<file path="config.mk">
export PLATFORM = sky130hd
export DESIGN_NAME = cdb_arbiter
export DESIGN_NICKNAME = d
export VERILOG_FILES = /design/src/rtl/cdb_arbiter.sv
export SDC_FILE = /design/constraint.sdc
export NUM_CORES = 1
export LEC_CHECK = 0
export BUFFER_PORTS_ARGS = -buffer_cell sky130_fd_sc_hd__buf_2
export CAP_MARGIN = 30
export CELL_PAD_IN_SITES_DETAIL_PLACEMENT = 2
export CELL_PAD_IN_SITES_GLOBAL_PLACEMENT = 2
export CORE_ASPECT_RATIO = 0.6
export CORE_UTILIZATION = 34
export CTS_CLUSTER_DIAMETER = 50
export DETAILED_ROUTE_END_ITERATION = 8
export GPL_ROUTABILITY_DRIVEN = 0
export PLACE_DENSITY_LB_ADDON = 0.12
export SLEW_MARGIN = 20
export SYNTH_ARGS = -nofsm -noshare
export SYNTH_HDL_FRONTEND = slang
export SYNTH_SLANG_ARGS = --single-unit
</file>
<file path="constraint.sdc">
create_clock -name clk_i -period 16.55 [get_ports clk_i]
set_input_delay 0.8275 -clock clk_i [delete_from_list [all_inputs] [get_ports clk_i]]
set_output_delay 0.8275 -clock clk_i [all_outputs]
set_load 0.02 [all_outputs]
</file>
<file path="src/rtl/cdb_arbiter.sv">
// Common data bus arbiter: round-robin selection of up to NUM_PORTS requesters per
// cycle onto registered broadcast ports, with a per-tag completion vector.
module cdb_arbiter #(
   parameter int NUM_REQ   = 5,
   parameter int NUM_PORTS = 2,
   parameter int TAG_W     = 3,
   parameter int DATA_W    = 32
) (
   input  logic                          clk_i,
   input  logic                          reset_n_i,
   input  logic                          flush_i,
   input  logic [NUM_REQ-1:0]            req_valid_i,
   input  logic [NUM_REQ*TAG_W-1:0]      req_tag_i,
   input  logic [NUM_REQ*DATA_W-1:0]     req_data_i,
   output logic [NUM_REQ-1:0]            req_ready_o,
   output logic [NUM_PORTS-1:0]          bcast_valid_o,
   output logic [NUM_PORTS*TAG_W-1:0]    bcast_tag_o,
   output logic [NUM_PORTS*DATA_W-1:0]   bcast_data_o,
   output logic [(2**TAG_W)-1:0]         tag_done_o,
   output logic                          dup_tag_err_o
);

   localparam int PTR_W    = (NUM_REQ > 1) ? $clog2(NUM_REQ) : 1;
   localparam int CNT_W    = $clog2(NUM_PORTS + 1);
   localparam int NUM_TAGS = 2**TAG_W;

   logic [TAG_W-1:0]    tag_arr  [NUM_REQ];
   logic [DATA_W-1:0]   data_arr [NUM_REQ];

   generate
      for (genvar gi = 0; gi < NUM_REQ; gi++) begin : g_unpack
         assign tag_arr[gi]  = req_tag_i[gi*TAG_W +: TAG_W];
         assign data_arr[gi] = req_data_i[gi*DATA_W +: DATA_W];
      end
   endgenerate

   logic [PTR_W-1:0]    rr_ptr_q, rr_ptr_d;
   logic [NUM_REQ-1:0]  grant;
   logic [PTR_W-1:0]    sel_idx [NUM_PORTS];
   logic [NUM_PORTS-1:0] sel_vld;
   logic [CNT_W-1:0]    port_cnt;
   logic [PTR_W:0]      scan_sum;
   logic [PTR_W-1:0]    scan_idx;
   logic [PTR_W-1:0]    last_idx;
   logic                tag_hit;
   logic                dup_hit;
   logic                scan_en;

   // Priority scan starting at rr_ptr_q, wrapping at NUM_REQ; duplicate-tag losers
   // are skipped without consuming a port.
   always_comb begin
      scan_en  = reset_n_i & ~flush_i;
      grant    = '0;
      sel_vld  = '0;
      port_cnt = '0;
      dup_hit  = 1'b0;
      last_idx = rr_ptr_q;
      scan_sum = '0;
      scan_idx = '0;
      tag_hit  = 1'b0;
      for (int p = 0; p < NUM_PORTS; p++) begin
         sel_idx[p] = '0;
      end
      for (int k = 0; k < NUM_REQ; k++) begin
         scan_sum = {1'b0, rr_ptr_q} + (PTR_W+1)'(k);
         if (scan_sum >= (PTR_W+1)'(NUM_REQ)) begin
            scan_sum = scan_sum - (PTR_W+1)'(NUM_REQ);
         end
         scan_idx = scan_sum[PTR_W-1:0];
         if (scan_en && req_valid_i[scan_idx] && (port_cnt < CNT_W'(NUM_PORTS))) begin
            tag_hit = 1'b0;
            for (int j = 0; j < NUM_REQ; j++) begin
               if (grant[j] && (tag_arr[j] == tag_arr[scan_idx])) begin
                  tag_hit = 1'b1;
               end
            end
            if (tag_hit) begin
               dup_hit = 1'b1;
            end else begin
               grant[scan_idx] = 1'b1;
               for (int p = 0; p < NUM_PORTS; p++) begin
                  if (CNT_W'(p) == port_cnt) begin
                     sel_vld[p] = 1'b1;
                     sel_idx[p] = scan_idx;
                  end
               end
               port_cnt = port_cnt + CNT_W'(1);
               last_idx = scan_idx;
            end
         end
      end
   end

   always_comb begin
      rr_ptr_d = rr_ptr_q;
      if (port_cnt != '0) begin
         rr_ptr_d = (last_idx == PTR_W'(NUM_REQ - 1)) ? '0 : last_idx + PTR_W'(1);
      end
   end

   assign req_ready_o = grant;

   logic [NUM_PORTS-1:0] bcast_valid_q, bcast_valid_d;
   logic [TAG_W-1:0]     bcast_tag_q  [NUM_PORTS];
   logic [TAG_W-1:0]     bcast_tag_d  [NUM_PORTS];
   logic [DATA_W-1:0]    bcast_data_q [NUM_PORTS];
   logic [DATA_W-1:0]    bcast_data_d [NUM_PORTS];
   logic [NUM_TAGS-1:0]  tag_done_q, tag_done_d;
   logic                 dup_tag_err_q, dup_tag_err_d;

   always_comb begin
      bcast_valid_d = sel_vld;
      tag_done_d    = '0;
      for (int p = 0; p < NUM_PORTS; p++) begin
         bcast_tag_d[p]  = sel_vld[p] ? tag_arr[sel_idx[p]]  : '0;
         bcast_data_d[p] = sel_vld[p] ? data_arr[sel_idx[p]] : '0;
         if (sel_vld[p]) begin
            tag_done_d[tag_arr[sel_idx[p]]] = 1'b1;
         end
      end
      dup_tag_err_d = dup_tag_err_q | dup_hit;
   end

   always_ff @(posedge clk_i or negedge reset_n_i) begin
      if (!reset_n_i) begin
         rr_ptr_q      <= '0;
         bcast_valid_q <= '0;
         tag_done_q    <= '0;
         dup_tag_err_q <= 1'b0;
         for (int p = 0; p < NUM_PORTS; p++) begin
            bcast_tag_q[p]  <= '0;
            bcast_data_q[p] <= '0;
         end
      end else begin
         rr_ptr_q      <= rr_ptr_d;
         bcast_valid_q <= bcast_valid_d;
         tag_done_q    <= tag_done_d;
         dup_tag_err_q <= dup_tag_err_d;
         for (int p = 0; p < NUM_PORTS; p++) begin
            bcast_tag_q[p]  <= bcast_tag_d[p];
            bcast_data_q[p] <= bcast_data_d[p];
         end
      end
   end

   generate
      for (genvar gi = 0; gi < NUM_PORTS; gi++) begin : g_pack
         assign bcast_tag_o[gi*TAG_W +: TAG_W]    = bcast_tag_q[gi];
         assign bcast_data_o[gi*DATA_W +: DATA_W] = bcast_data_q[gi];
      end
   endgenerate

   assign bcast_valid_o = bcast_valid_q;
   assign tag_done_o    = tag_done_q;
   assign dup_tag_err_o = dup_tag_err_q;

endmodule

</file>
### Word level (Yosys, flattened, before mapping)

Cells that the tools add are included.
W data, S select, Z words.

| storage, ports and cells | value |
|---|---|
| bits in read-only memories | 0 |
| input port bits | 183 |
| register bits after elaboration | 84 |
| memories kept | 0 |
| latch bits | 0 |
| bits in writable memories | 0 |

| operators by class | value |
|---|---|
| muxes and demuxes | 153 |
| shifts and indexed selects | 0 |
| eq/ne operators | 25 |
| div/mod/pow operators | 0 |
| bitwise logic cells | 14 |
| add/sub/neg operators | 14 |
| reduce and logical (&&, ||, !) cells | 41 |
| multiply operators | 0 |
| order comparisons | 29 |

Operators with widths:

| kind | number |
|---|---|
| $bmux W32 S3 | 2 |
| $mux W32 | 6 |
| $mux W3 | 38 |
| $eq A3 B3 Y1 | 20 |
| $bmux W3 S3 | 6 |
| $mux W1 | 54 |
| $mux W6 | 8 |
| $mux W5 | 9 |
| $logic_and A1 B1 Y1 | 36 |
| $mux W2 | 16 |
| $lt A3 B4 Y1 const B | 7 |
| $ge A4 B4 Y1 const B | 6 |
| $not A3 Y4 | 6 |
| $demux W1 S3 | 7 |
| $ge A3 B1 Y1 const B | 7 |
| $or A5 B5 Y5 | 4 |
| $ge A4 B3 Y1 const B | 4 |
| $mux W8 | 2 |
| $bmux W1 S3 | 5 |
| $sub A3 B3 Y3 const B | 5 |
| $add A2 B1 Y2 const B | 4 |
| $add A3 B2 Y4 const B | 2 |
| $eq A1 B2 Y1 const A | 4 |
| $logic_not A2 Y1 | 4 |
| 11 further kinds | 14 |

### Depth between registers and ports, before layout

| logic depth | value |
|---|---|
| word-level depth | 55 |
| depth in mapped cells | 36 |

### Worst setup path after synthesis

No wires, ideal clock.

| timing path | value |
|---|---|
| path kind | reg-to-reg |
| start | register rr_ptr_q[0] |
| end | register tag_done_q[6], in the netlist tag_done_o[6] |
| required time | 16429 ps |
| stages on the path, launching flop included | 35 |
| setup time | 121 ps |
| arrival | 7362 ps |
| slack | 9067 ps |
| buffers on the path | 3 |
| cells stage by stage | dfrtp_1 > buf_4 > inv_2 > clkbuf_1 > ha_1 > ha_1 > buf_2 > or3b_2 > o32ai_1 > nand3_1 > a311oi_1 > o22ai_2 > or2_2 > o2111ai_1 > inv_1 > ha_1 > a21oi_1 > inv_1 > ha_1 > inv_1 > o31ai_1 > a21oi_2 > nor3b_1 > xnor2_1 > inv_1 > ha_1 > nand2_1 > a21oi_1 > o31ai_1 > nor3_4 > mux2i_4 > o211ai_2 > o221ai_2 > nor2_1 > a22o_1 |

| between the ends | value |
|---|---|
| longest elaborated chain between the ends | 55 |

RTL lines:

| what | RTL line | source |
|---|---|---|
| start, declared | 37 | `logic [PTR_W-1:0] rr_ptr_q, rr_ptr_d;` |
| start signal, assigned | 135 | `rr_ptr_q <= rr_ptr_d;` |
| $add A3 B1 Y4 | 65 | `scan_sum = {1'b0, rr_ptr_q} + (PTR_W+1)'(k);` |
| $ge A4 B3 Y1 / $sub A3 B3 Y3 (equally long branches) | 66, 67 |  |
| $mux W3 | 66 | `if (scan_sum >= (PTR_W+1)'(NUM_REQ)) begin` |
| $not A3 Y4 (not written as such) | 73 | `if (grant[j] && (tag_arr[j] == tag_arr[scan_idx])) begin` |
| $bmux W3 S3 | 73 |  |
| $mux W3 (not written as such) (2 in a row) | 73 |  |
| $eq A3 B3 Y1 | 73 |  |
| $logic_and A1 B1 Y1 | 73 |  |
| [39 not listed] | - |  |
| $lt A3 B4 Y1 (not written as such) / $ge A3 B1 Y1 (equally long branches) | 118 | `tag_done_d[tag_arr[sel_idx[p]]] = 1'b1;` |
| $logic_and A1 B1 Y1 (not written as such) | 118 |  |
| $mux W1 (not written as such) | 118 |  |
| $demux W1 S3 | 118 |  |
| $mux W8 | 117 | `if (sel_vld[p]) begin` |
| $or A8 B8 Y8 (no line) | - |  |
| $mux W8 * | 117 |  |
| named net tag_done_d[6] | 108 | `logic [NUM_TAGS-1:0] tag_done_q, tag_done_d;` |
| end signal, assigned | 137 | `tag_done_q <= tag_done_d;` |
| end, declared | 108 |  |

The timed path passes the listed nets; every way through them passes the cells marked *. The select of a mux whose other input is x is not followed.
A chain may end at the register's enable or synchronous reset.

### Worst setup path after layout

| timing path | value |
|---|---|
| start | register rr_ptr_q[1] |
| end | register tag_done_q[6], in the netlist tag_done_o[6] |

Same word-level chain as after synthesis.

==> results.sh <==
export IMPL_fillers=3530
export IMPL_finalHoldViolCount=0
export IMPL_overflow=0
export IMPL_setup_viol_count_final=0
export IMPL_die_width_um=230
export IMPL_clock_latency_ns=0.38
export IMPL_async_flop_share_pct=100
export IMPL_cpMostUsedCell="ha_1"
export IMPL_syn_avg_cell_area_sq_um=8.27
export IMPL_cp_arrival_ns=10.72
export IMPL_yosysWarnings=0
export IMPL_synth_area_leaders="dfrtp_1 (20%), mux2i_1 (18%), nand2_1 (5.0%)"
export IMPL_drive_above_1_share_pct=26.1
export IMPL_drv_cap=0
export IMPL_ys_types=107
export IMPL_slowest_delay_ns=0.82
export IMPL_rows=49
export IMPL_fin_skew_ns=0.00643
export IMPL_wl_per_cell_um=28.6
export IMPL_netlist_area_sq_um=10600
export IMPL_status="complete, no violations"
export IMPL_io_buffers=268
export IMPL_antenna_found_initial=11
export IMPL_dieArea_sq_um=31900
export IMPL_grt_pass1_wl_mm=80.0
export IMPL_cp_required_ns=16.82
export IMPL_fmax_ghz=0.0956
export IMPL_place_detailed_hpwl_mm=41.5
export IMPL_finalNonFillerCells=1914
export IMPL_wl_mm=54.8
export IMPL_multi_input_area_sq_um=7870
export IMPL_fp_dieH_um=139
export IMPL_syn_to_final_growth_pct=18.5
export IMPL_cts_max_level=3
export IMPL_syn_inst=1282
export IMPL_slew_headroom_pct=28.8
export IMPL_grt_pass1_vias=12200
export IMPL_vias=12000
export IMPL_cp_start_kind="flop"
export IMPL_cts_hold_buf=0
export IMPL_cts_buffers=9
export IMPL_seq_area_sq_um=2100
export IMPL_post_cts_setup_buffer_count=0
export IMPL_cpMaxStageDelayCell="dfrtp_1"
export IMPL_synth_seq_cells=84
export IMPL_gr_usage_all_layers_pct=33.4
export IMPL_finalWorstPathRequiredPeriod_ns=10.46
export IMPL_cts_resized=0
export IMPL_clockBufferDepth=2
export IMPL_rsz0062_at_grt="no"
export IMPL_drc=0
export IMPL_cts_tree="done"
export IMPL_synth_edff_count=0
export IMPL_synth_top_cell_by_area="dfrtp_1"
export IMPL_final_max_slew_violation_count=0
export IMPL_clock_sinks=84
export IMPL_cp_max_fo=37
export IMPL_synth_main_ff_cell="dfrtp_1"
export IMPL_ios=269
export IMPL_worst_pin_slew_ns=1.06
export IMPL_dp_cells=1886
export IMPL_path_clk_slew_ns=0.07
export IMPL_viasPerCell=6.28
export IMPL_hp_class="input pin to asynchronous set/reset pin"
export IMPL_syn_nets=1485
export IMPL_drtIter0Drc=931
export IMPL_synth_top_cell_area_share_pct=19.8
export IMPL_grt_max_degree=65
export IMPL_ys_seq_area_share_pct=19.8
export IMPL_start_util_pct=35.0
export IMPL_core_sq_um=30300
export IMPL_clk_root_buffer_cell="clkbuf_16"
export IMPL_antenna_left=0
export IMPL_final_nets=1694
export IMPL_critical_path_class="flop to flop"
export IMPL_first_pass_iters=6
export IMPL_end_kind="flop"
export IMPL_fin_setup_tns_ns=0
export IMPL_min_period_over_period_pct=63.2
## logic make-up (layout without fill, tap and decap cells)
group | count (synthesis) | after routing | synth area share [%]
xor+xnor | 44 | 44 | 3.71
flops | 84 | 84 | 19.8
mux | 236 | 236 | 23.3
other cells | 0 | 10 | 0
compound gates | 354 | 354 | 25.1
fa+ha+maj | 20 | 20 | 2.43
buf+inv | 135 | 349 | 6.45
simple gates | 409 | 409 | 19.3
## layer usage
| layer | global-route usage (%) | wire length, um |
|---|---|---|
| met5 | 0 | 13 |
| met3 | 10.2 | 5290 |
| met4 | 7.49 | 1010 |
| met1 | 48.0 | 25500 |
| met2 | 48.4 | 23000 |
## final timing paths
path                                          from                    endpoint  slack [ns]  cells past startpoint
min in group clk_i         dup_tag_err_o$_DFF_PN0_     dup_tag_err_o$_DFF_PN0_        0.60                      2
max                        rr_ptr_q[1]$_DFFE_PN0P_     tag_done_o[6]$_DFF_PN0_        6.09                     29
max reg2reg                rr_ptr_q[1]$_DFFE_PN0P_     tag_done_o[6]$_DFF_PN0_        6.09                     29
min reg2reg                dup_tag_err_o$_DFF_PN0_     dup_tag_err_o$_DFF_PN0_        0.60                      2
max in group asynchronous                reset_n_i  bcast_data_o[31]$_DFF_PN0_       14.94                      2
min                                      reset_n_i  bcast_valid_o[0]$_DFF_PN0_        0.47                      1
## layout make-up
class,instances,share of cell area (%)
Tap cell,408,4.06
Timing Repair Buffer,295,12.6
Clock inverter,7,0.837
Inverter,38,1.14
Clock buffer,9,1.79
Antenna cell,10,0.199
Sequential cell,84,16.7
Multi-Input combinational cell,1063,62.6
## flip-flops by register name, indices dropped and copies added (netlist names)
| register | count |
|---|---|
| bcast_data_o | 64 |
| tag_done_o | 8 |
| bcast_tag_o | 6 |
| rr_ptr_q | 3 |
| bcast_valid_o | 2 |
| dup_tag_err_o | 1 |
## Yosys cell counts, types with 10 or more instances
cell type  instances
mux2i_1          189
nand2_1          140
dfrtp_1           84
nor2_1            83
a21oi_1           79
clkbuf_1          49
o211ai_1          47
nand3_1           46
o21ai_0           41
xnor2_1           37
inv_1             30
mux2_1            27
nor3_1            26
buf_2             21
nand2b_1          21
ha_1              19
buf_6             15
mux2_2            14
o21ai_1           14
nor2b_1           13
a211oi_1          12
a211o_1           11
nand4_1           11
buf_4             10
## cell usage in the layout, fill, tap and decap left out, drive strengths merged, types with 8 or more instances in the layout
cell     count
ha          19
o21a         8
nor3        31
nand2      140
mux2        43
clkbuf      10
or3          9
o22ai       11
dfrtp       84
nand2b      21
diode       10
nor2b       13
o2111ai      8
o21ai       56
o31ai        8
inv         37
nand4       12
and3         9
o221ai      14
a211o       11
mux2i      191
o211ai      49
a22oi        8
xnor2       38
a211oi      18
nand3       46
buf        294
nor2        85
a21oi       81
## metrics by stage
| stage | setup WS, ns | hold WS [ns] | util (%) | instance area (sq um) |
|---|---|---|---|---|
| 2_1_floorplan | 9.07 | 0.532 | - | 10600 |
| 3_3_place_gp | 6.93 | 0.566 | 40.1 | 12100 |
| 3_5_place_dp | 6.49 | 0.581 | 40.2 | 12200 |
| 4_1_cts | 6.41 | 0.484 | 41.3 | 12500 |
| 5_1_grt | 5.64 | 0.489 | 41.5 | 12600 |
| 6_report | 6.09 | 0.466 | 41.5 | 12600 |
## worst max-delay path, delay by kind of cell, from the launching register on
kind / cells / cell delay (ns)
and+or+nand+nor: 9 / 2.72
AOI/OAI and AO/OA: 10 / 3.43
xor gates and xnor gates: 1 / 0.42
DFF: 1 / 0.82
buffers and inverters: 4 / 1.25
adders and majority gates: 4 / 1.34
muxes: 1 / 0.33
Power is not shown: default switching activity piles up to over one toggle a cycle in this logic, so the estimate is an artifact.
